## config.mk

```make
export PLATFORM = sky130hd
export DESIGN_NAME = ifetch_nlp_flat
export DESIGN_NICKNAME = d
export VERILOG_FILES = /design/src/rtl/ifetch_nlp_if.sv /design/src/rtl/ifetch_nlp.sv /design/src/flat_wrapper.sv
export SDC_FILE = /design/constraint.sdc
export NUM_CORES = 1
export LEC_CHECK = 0
export CAP_MARGIN = 20
export CELL_PAD_IN_SITES_DETAIL_PLACEMENT = 1
export CELL_PAD_IN_SITES_GLOBAL_PLACEMENT = 1
export CORE_MARGIN = 4
export CORE_UTILIZATION = 43
export CTS_CLUSTER_DIAMETER = 100
export DETAILED_ROUTE_END_ITERATION = 8
export PLACE_DENSITY_LB_ADDON = 0.1
export SLEW_MARGIN = 20
export SYNTH_ARGS = -nofsm -noshare
export SYNTH_HDL_FRONTEND = slang
export SYNTH_SLANG_ARGS = --single-unit
```

## constraint.sdc

```tcl
create_clock -name clk -period 4.4 [get_ports clk]
set_clock_uncertainty 0.05 [all_clocks]
set_input_delay 0.88 -clock clk [delete_from_list [all_inputs] [get_ports clk]]
set_output_delay 0.88 -clock clk [all_outputs]
set_load 0.01 [all_outputs]
```

## src/rtl/ifetch_nlp_if.sv

```systemverilog
// Snooped core PC port and outgoing prefetch request port of the next-line prefetcher.
interface ifetch_nlp_if #(
    parameter int LADDR_W = 39
);
    logic               coretoictlb_pc_valid;
    logic               coretoictlb_pc_retry;
    logic [LADDR_W-1:0] coretoictlb_pc_laddr;
    logic               pfetol1tlb_req_valid;
    logic               pfetol1tlb_req_retry;
    logic [LADDR_W-1:0] pfetol1tlb_req_laddr;
    logic               pfetol1tlb_req_l2;

    modport master (
        input  coretoictlb_pc_valid,
        input  coretoictlb_pc_retry,
        input  coretoictlb_pc_laddr,
        output pfetol1tlb_req_valid,
        input  pfetol1tlb_req_retry,
        output pfetol1tlb_req_laddr,
        output pfetol1tlb_req_l2
    );

    modport slave (
        output coretoictlb_pc_valid,
        output coretoictlb_pc_retry,
        output coretoictlb_pc_laddr,
        input  pfetol1tlb_req_valid,
        output pfetol1tlb_req_retry,
        input  pfetol1tlb_req_laddr,
        input  pfetol1tlb_req_l2
    );
endinterface

```

## src/rtl/ifetch_nlp.sv

```systemverilog
// Next-line instruction prefetcher: trains on sequential fetch lines and issues line prefetches.
// Define IFETCH_NLP_PAGE_CROSS_EN to let candidates cross 4 KB page boundaries.
module ifetch_nlp #(
    parameter int LADDR_W   = 39,
    parameter int LINE_BITS = 6,
    parameter int DEPTH     = 2,
    parameter int QDEPTH    = 4
) (
    input  logic         clk,
    input  logic         reset,
    input  logic         enable,
    ifetch_nlp_if.master bus,
    output logic [15:0]  pf_drop_cnt
);
    localparam int LW    = LADDR_W - LINE_BITS;
    localparam int PG_SH = 12 - LINE_BITS;
    localparam int QAW   = (QDEPTH > 1) ? $clog2(QDEPTH) : 1;
    localparam int QN    = 1 << QAW;
    localparam int CW    = $clog2(QDEPTH + 1);

    typedef enum logic [1:0] {
        ST_IDLE   = 2'd0,
        ST_TRAIN  = 2'd1,
        ST_STREAM = 2'd2
    } state_t;

    state_t          state_r, state_nx_s;
    logic [LW-1:0]   cur_line_r, cur_nx_s;
    logic [LW-1:0]   nxt_line_r, nxt_nx_s;
    logic [1:0]      conf_r, conf_nx_s;
    logic            flush_s;

    logic [LW-1:0]   q_line_r [QN];
    logic            q_l2_r   [QN];
    logic [QAW-1:0]  q_wr_r, q_rd_r;
    logic [CW-1:0]   q_cnt_r;

    logic            out_valid_r, out_l2_r;
    logic [LW-1:0]   out_line_r;

    logic            pc_acc_s, seq_s, same_s, same_page_s, cand_s, cand_l2_s, keep_nxt_s;
    logic [LW-1:0]   pc_line_s, dist_s, rel_s;
    logic            out_acc_s, out_free_s, q_empty_s, q_full_s;
    logic            load_q_s, load_c_s, enq_s, drop_s;

    function automatic logic [QAW-1:0] ptr_inc(input logic [QAW-1:0] p);
        return (p == QAW'(QDEPTH - 1)) ? '0 : p + QAW'(1);
    endfunction

    assign pc_acc_s   = bus.coretoictlb_pc_valid & ~bus.coretoictlb_pc_retry;
    assign pc_line_s  = LW'(bus.coretoictlb_pc_laddr >> LINE_BITS);
    assign same_s     = (pc_line_s == cur_line_r);
    assign seq_s      = (pc_line_s == cur_line_r + LW'(1));
    assign dist_s     = nxt_line_r - cur_line_r;
    assign rel_s      = nxt_line_r - pc_line_s;
    assign keep_nxt_s = (rel_s != '0) && (rel_s <= LW'(DEPTH + 1));
    assign cand_l2_s  = (dist_s != LW'(1));

`ifdef IFETCH_NLP_PAGE_CROSS_EN
    assign same_page_s = 1'b1;
`else
    assign same_page_s = (nxt_line_r[LW-1:PG_SH] == cur_line_r[LW-1:PG_SH]);
`endif

    assign cand_s = (state_r == ST_STREAM) & enable & ~pc_acc_s &
                    (dist_s != '0) & (dist_s <= LW'(DEPTH)) & same_page_s;

    // Training FSM: stream detection, confidence and issue pointer.
    always_comb begin
        state_nx_s = state_r;
        cur_nx_s   = cur_line_r;
        conf_nx_s  = conf_r;
        nxt_nx_s   = nxt_line_r;
        flush_s    = 1'b0;
        if (pc_acc_s) begin
            case (state_r)
                ST_IDLE: begin
                    cur_nx_s   = pc_line_s;
                    conf_nx_s  = 2'd0;
                    state_nx_s = ST_TRAIN;
                end
                ST_TRAIN, ST_STREAM: begin
                    if (same_s) begin
                        cur_nx_s = cur_line_r;
                    end else if (seq_s) begin
                        cur_nx_s  = pc_line_s;
                        conf_nx_s = (conf_r == 2'd3) ? 2'd3 : conf_r + 2'd1;
                        if (state_r == ST_TRAIN) begin
                            if (conf_r == 2'd1) begin
                                state_nx_s = ST_STREAM;
                                nxt_nx_s   = pc_line_s + LW'(1);
                            end else begin
                                state_nx_s = ST_TRAIN;
                            end
                        end else if (keep_nxt_s) begin
                            nxt_nx_s = nxt_line_r;
                        end else begin
                            nxt_nx_s = pc_line_s + LW'(1);
                        end
                    end else begin
                        cur_nx_s   = pc_line_s;
                        conf_nx_s  = 2'd0;
                        state_nx_s = ST_TRAIN;
                        flush_s    = 1'b1;
                    end
                end
                default: state_nx_s = ST_IDLE;
            endcase
        end else if (cand_s) begin
            nxt_nx_s = nxt_line_r + LW'(1);
        end else begin
            nxt_nx_s = nxt_line_r;
        end
    end

    // Training state registers.
    always_ff @(posedge clk or posedge reset) begin
        if (reset) begin
            state_r    <= ST_IDLE;
            cur_line_r <= '0;
            nxt_line_r <= '0;
            conf_r     <= 2'd0;
        end else begin
            state_r    <= state_nx_s;
            cur_line_r <= cur_nx_s;
            nxt_line_r <= nxt_nx_s;
            conf_r     <= conf_nx_s;
        end
    end

    // An empty queue lets a candidate go straight to the output register (2-cycle latency).
    assign out_acc_s  = out_valid_r & ~bus.pfetol1tlb_req_retry;
    assign out_free_s = ~out_valid_r | out_acc_s;
    assign q_empty_s  = (q_cnt_r == '0);
    assign q_full_s   = (q_cnt_r == CW'(QDEPTH));
    assign load_q_s   = out_free_s & ~q_empty_s & ~flush_s;
    assign load_c_s   = out_free_s & q_empty_s & cand_s & ~flush_s;
    assign enq_s      = cand_s & ~flush_s & ~load_c_s & (~q_full_s | load_q_s);
    assign drop_s     = cand_s & ~flush_s & ~load_c_s & q_full_s & ~load_q_s;

    // Queue pointers and occupancy; a redirect empties the queue.
    always_ff @(posedge clk or posedge reset) begin
        if (reset) begin
            q_wr_r  <= '0;
            q_rd_r  <= '0;
            q_cnt_r <= '0;
        end else if (flush_s) begin
            q_wr_r  <= '0;
            q_rd_r  <= '0;
            q_cnt_r <= '0;
        end else begin
            if (enq_s) q_wr_r <= ptr_inc(q_wr_r);
            if (load_q_s) q_rd_r <= ptr_inc(q_rd_r);
            case ({enq_s, load_q_s})
                2'b10:   q_cnt_r <= q_cnt_r + CW'(1);
                2'b01:   q_cnt_r <= q_cnt_r - CW'(1);
                default: q_cnt_r <= q_cnt_r;
            endcase
        end
    end

    // Queue storage.
    always_ff @(posedge clk) begin
        if (enq_s) begin
            q_line_r[q_wr_r] <= nxt_line_r;
            q_l2_r[q_wr_r]   <= cand_l2_s;
        end
    end

    // Output register: holds while retried, never withdrawn by a flush.
    always_ff @(posedge clk or posedge reset) begin
        if (reset) begin
            out_valid_r <= 1'b0;
            out_line_r  <= '0;
            out_l2_r    <= 1'b0;
        end else if (load_q_s) begin
            out_valid_r <= 1'b1;
            out_line_r  <= q_line_r[q_rd_r];
            out_l2_r    <= q_l2_r[q_rd_r];
        end else if (load_c_s) begin
            out_valid_r <= 1'b1;
            out_line_r  <= nxt_line_r;
            out_l2_r    <= cand_l2_s;
        end else if (out_acc_s) begin
            out_valid_r <= 1'b0;
        end
    end

    // Saturating drop counter.
    always_ff @(posedge clk or posedge reset) begin
        if (reset) begin
            pf_drop_cnt <= 16'd0;
        end else if (drop_s && (pf_drop_cnt != 16'hFFFF)) begin
            pf_drop_cnt <= pf_drop_cnt + 16'd1;
        end
    end

    assign bus.pfetol1tlb_req_valid = out_valid_r;
    assign bus.pfetol1tlb_req_laddr = {out_line_r, {LINE_BITS{1'b0}}};
    assign bus.pfetol1tlb_req_l2    = out_l2_r;
endmodule

```

## src/flat_wrapper.sv

```systemverilog
// flat-port wrapper written by rule: the top's interface ports become plain ports
module ifetch_nlp_flat 
#(
    parameter int LADDR_W   = 39,
    parameter int LINE_BITS = 6,
    parameter int DEPTH     = 2,
    parameter int QDEPTH    = 4
)
  (clk, reset, enable, pf_drop_cnt, bus_coretoictlb_pc_valid, bus_coretoictlb_pc_retry, bus_coretoictlb_pc_laddr, bus_pfetol1tlb_req_valid, bus_pfetol1tlb_req_retry, bus_pfetol1tlb_req_laddr, bus_pfetol1tlb_req_l2);
  ifetch_nlp_if #(.LADDR_W(LADDR_W)) bus_i ();
  input  logic clk;
  input  logic reset;
  input  logic enable;
  output logic [15:0] pf_drop_cnt;
  input wire logic [$bits(bus_i.coretoictlb_pc_valid)-1:0] bus_coretoictlb_pc_valid;
  input wire logic [$bits(bus_i.coretoictlb_pc_retry)-1:0] bus_coretoictlb_pc_retry;
  input wire logic [$bits(bus_i.coretoictlb_pc_laddr)-1:0] bus_coretoictlb_pc_laddr;
  output wire logic [$bits(bus_i.pfetol1tlb_req_valid)-1:0] bus_pfetol1tlb_req_valid;
  input wire logic [$bits(bus_i.pfetol1tlb_req_retry)-1:0] bus_pfetol1tlb_req_retry;
  output wire logic [$bits(bus_i.pfetol1tlb_req_laddr)-1:0] bus_pfetol1tlb_req_laddr;
  output wire logic [$bits(bus_i.pfetol1tlb_req_l2)-1:0] bus_pfetol1tlb_req_l2;
  assign bus_i.coretoictlb_pc_valid = bus_coretoictlb_pc_valid;
  assign bus_i.coretoictlb_pc_retry = bus_coretoictlb_pc_retry;
  assign bus_i.coretoictlb_pc_laddr = bus_coretoictlb_pc_laddr;
  assign bus_pfetol1tlb_req_valid = bus_i.pfetol1tlb_req_valid;
  assign bus_i.pfetol1tlb_req_retry = bus_pfetol1tlb_req_retry;
  assign bus_pfetol1tlb_req_laddr = bus_i.pfetol1tlb_req_laddr;
  assign bus_pfetol1tlb_req_l2 = bus_i.pfetol1tlb_req_l2;
  ifetch_nlp #(.LADDR_W(LADDR_W), .LINE_BITS(LINE_BITS), .DEPTH(DEPTH), .QDEPTH(QDEPTH)) u_core (.clk(clk), .reset(reset), .enable(enable), .bus(bus_i), .pf_drop_cnt(pf_drop_cnt));
endmodule
```

==> metrics.txt <==
DR iter-0 viols=1525; maximum clock path buffer count=3; main flop type after synthesis=edfxtp_1; Die Height=214.1 um; Pint=0.009109 W; WHS=444.1 ps; fin util=61.05%; Clock Sink Count=264; layout cell share with drive strength beyond 1=30.27%; Max-Slew Margin vs Limit=32.87%; count of final hold-check violations=0; width of the die=214.1 um; final std cells w/o fill=3040; # IOs=102; cell row count=75; WP data arrival=5000 ps; status=finished with violations; fmax=220.7 MHz; RSZ-0062 raised after global routing=true; critical path startpoint=bus_coretoictlb_pc_laddr[15]; Slew Limit Fails=0; clock share of power=17.3%; Initial Util=43.53%; Placed Instances=2938; Port Buf Inserts=89; first-pass GRT wire length=115.1 mm; Hold Path Class=reg2reg; Leak=10.40 nW; peak supply drop=0.4293 mV; YS warnings=0; Gate power share=59.6%; FF-to-FF End=u_core.out_line_r[21]; WL per Instance=26.97 um; drt total wl=82.00 mm; GP Congestion=0.9521; synthesized area=0.01826 mm2; Detailed Routing Iterations Pass 1=7; reg2reg path depth=16; failing checks=setup timing; EDFF count, synth=136; Total Nets Final=2601; post-route ant nets=0; vias in the first global route=19.38k; Final Cycle Share=103.0%; Die ar.=0.04582 mm2; sequential area share after synthesis=39.91%; Switch Pwr=0.007126 W; Critical Path Start Type=primary input; Post-route DRC=0; worst-path fanout max=6; Required @ worst endpoint=4870 ps; slack of the worst reg-to-reg path=-120 ps; routed length on met3=4.960 mm; hold buffer count at cts=0; minimum clock period after layout=4530 ps; Worst Slack Setup Final=-130.3 ps; Root Buffer Master=clkbuf_16; Area Overhead vs Synth=40.26%; Synth Instances=1972; crit end category=register; Clk Latency, worst-skew pair=600 ps; largest net degree at the start of global routing=57; Pwr Density=634.0 mW/mm2; M1 WL=33.65 mm; Vias per Instance=6.222; Worst setup endpoint=u_core.nxt_line_r[2]; Core Area=0.04195 mm2; Syn Area/Cell=9.258 um2; total of max-cap violations=0; kind of critical path=in2reg; DR top layer=met4; final setup vio count=78; grt ovf=0; library cells used by synthesis=95; GRT Util Overall=31.73%; FF+latch count, synth=264; Async S/R FF share, synth=48.48%; routed wire length on met2=39.49 mm; sw frac=43.89%; DR vias=18.92k; worst reg2reg startpoint=u_core.nxt_line_r[4]; dpl hpwl=57.29 mm; initial antenna violation count=3; Tightest Pin Transition=1007 ps; CTS tree=yes; Flop pwr share=23.1%; total CTS buffers=30; Cells on Worst Hold Path=2; Clock transition at path regs=60 ps; ant diodes=0; Clock H-tree levels=1
-- placed cells by master, fill, tap and decap left out, types with 34 or more instances in the layout --
| master | n |
|---|---|
| a31oi_1 | 56 |
| nor3_1 | 49 |
| dfrtp_1 | 125 |
| edfxtp_1 | 136 |
| nand4_1 | 35 |
| nand3_1 | 60 |
| clkbuf_16 | 39 |
| ha_1 | 66 |
| xnor2_1 | 53 |
| clkdlybuf4s50_1 | 77 |
| nand2_1 | 231 |
| mux4_2 | 34 |
| buf_4 | 426 |
| o21ai_0 | 91 |
| inv_1 | 100 |
| nor2_1 | 135 |
| a21oi_1 | 101 |
-- flip-flops by register name, summed over array words and instances (netlist names) --
register / count
u_core.q_l2_r: 4
u_core.bus.pfetol1tlb_req_l2: 1
u_core.q_wr_r: 2
u_core.q_rd_r: 2
u_core.out_line_r: 33
u_core.q_line_r: 132
u_core.q_cnt_r: 3
u_core.bus.pfetol1tlb_req_valid: 1
u_core.pf_drop_cnt: 16
u_core.state_r: 2
u_core.nxt_line_r: 33
u_core.conf_r: 2
u_core.cur_line_r: 33
-- cells in the mapped netlist, types with 10 or more instances --
cell | n | area (um2)
inv_1 | 106 | 397.9
a2111oi_0 | 10 | 87.58
and4_1 | 12 | 105.1
nor2b_1 | 10 | 62.56
o41ai_1 | 13 | 113.9
or3_1 | 18 | 112.6
nand4_1 | 35 | 219.0
mux2_2 | 12 | 135.1
xor2_1 | 35 | 306.5
o21a_1 | 10 | 75.07
and2_1 | 23 | 143.9
nor2_1 | 147 | 551.8
o211ai_1 | 16 | 120.1
clkbuf_1 | 68 | 255.2
dfrtp_1 | 128 | 3203
a211o_1 | 10 | 87.58
a211oi_1 | 27 | 202.7
nor4_1 | 24 | 150.1
xnor2_1 | 57 | 499.2
edfxtp_1 | 136 | 4084
o21ai_0 | 110 | 550.5
nand3_1 | 62 | 310.3
and3_1 | 30 | 187.7
mux2i_1 | 32 | 320.3
mux4_2 | 34 | 765.7
o21ai_1 | 15 | 75.07
a21oi_1 | 117 | 585.6
nor3_1 | 53 | 265.3
ha_1 | 76 | 950.9
o31ai_1 | 28 | 210.2
a21o_1 | 18 | 135.1
nand2b_1 | 17 | 106.4
nand2_1 | 233 | 874.6
buf_2 | 20 | 100.1
a31oi_1 | 58 | 362.9
-- routing by layer --
layer,track usage [%],up-vias
li1,-,8381
met1,42.18,9540
met2,53.87,812
met3,4.024,182
met4,11.07,0
met5,0,-
-- critical path: stages --
cell	delay [ps]
clkdlybuf4s50_1	510
inv_1	140
ha_2	350
buf_4	150
nand4_1	220
o22ai_2	260
a22oi_1	200
buf_4	180
a21oi_1	240
a211oi_1	120
a311oi_1	350
o2111ai_2	190
o41ai_4	300
buf_4	200
and2_4	200
buf_6	140
o32a_1	170
o221a_1	180
-- power by group through the flow --
| stage | combinational, W | clock, W | sequential, W |
|---|---|---|---|
| 3_3_place_gp | 0.00815 | 0 | 0.00373 |
| 4_1_cts | 0.00881 | 0.00278 | 0.00371 |
| 6_report | 0.00967 | 0.00281 | 0.00376 |
| 5_1_grt | 0.0104 | 0.00294 | 0.00379 |
| 3_5_place_dp | 0.00843 | 0 | 0.00375 |
| 2_1_floorplan | 0.00438 | 0 | 0.00365 |
-- worst min path at each step --
stage	startpoint	endpoint	slack, ps
6_report	u_core.conf_r[1]	u_core.conf_r[1]	440
3_3_place_gp	u_core.conf_r[1]	u_core.conf_r[1]	430
5_1_grt	u_core.pf_drop_cnt[8]	u_core.pf_drop_cnt[8]	470
2_1_floorplan	u_core.conf_r[1]	u_core.conf_r[1]	400
4_1_cts	u_core.conf_r[1]	u_core.conf_r[1]	450
3_5_place_dp	u_core.conf_r[1]	u_core.conf_r[1]	430
-- kinds of logic (layout without fill, tap and decap cells) --
group                    Yosys count  in the layout  share of synthesized area [%]
adder cells (fa/ha/maj)           79             79                          5.537
XOR/XNOR                          92             92                          4.413
buffers and inverters            212            736                          4.804
AND/OR/NAND/NOR                  716            716                          19.36
AO/OA/AOI/OAI                    530            530                          19.26
multiplexers                      78             78                          6.689
flip-flops                       264            264                          39.91
other                              1              6                        0.02054
-- final cells by class --
type                       instances  area [um2]
clock buffer                      34       795.8
tap                              539       674.4
inverter                         106       405.4
fill                            4653       16340
clock inverter                    22       300.3
timing repair buffer             574        5105
sequential                       264        7291
multi-input combinational       1501       11040
-- metrics by stage --
step	TNS [ps]	power, W	setup slack [ps]	area [um2]
global route	-19330	0.01708	-233.4	25610
global placement	-136270	0.01188	-1044	22880
finish	-2543	0.01624	-130.3	25610
floorplan	0	0.008032	4.968	18310
detailed placement	-165730	0.01218	-1067	22880
CTS	-524.0	0.01529	-47.94	24530
-- timing repair --
action	4_1_cts	5_1_grt
setup endpoints to repair	228	217
pin swaps	31	47
resized for setup	93	144
cloned	4	14
buffers inserted	14	15
Note: power is estimated with default switching activity, not from simulation.
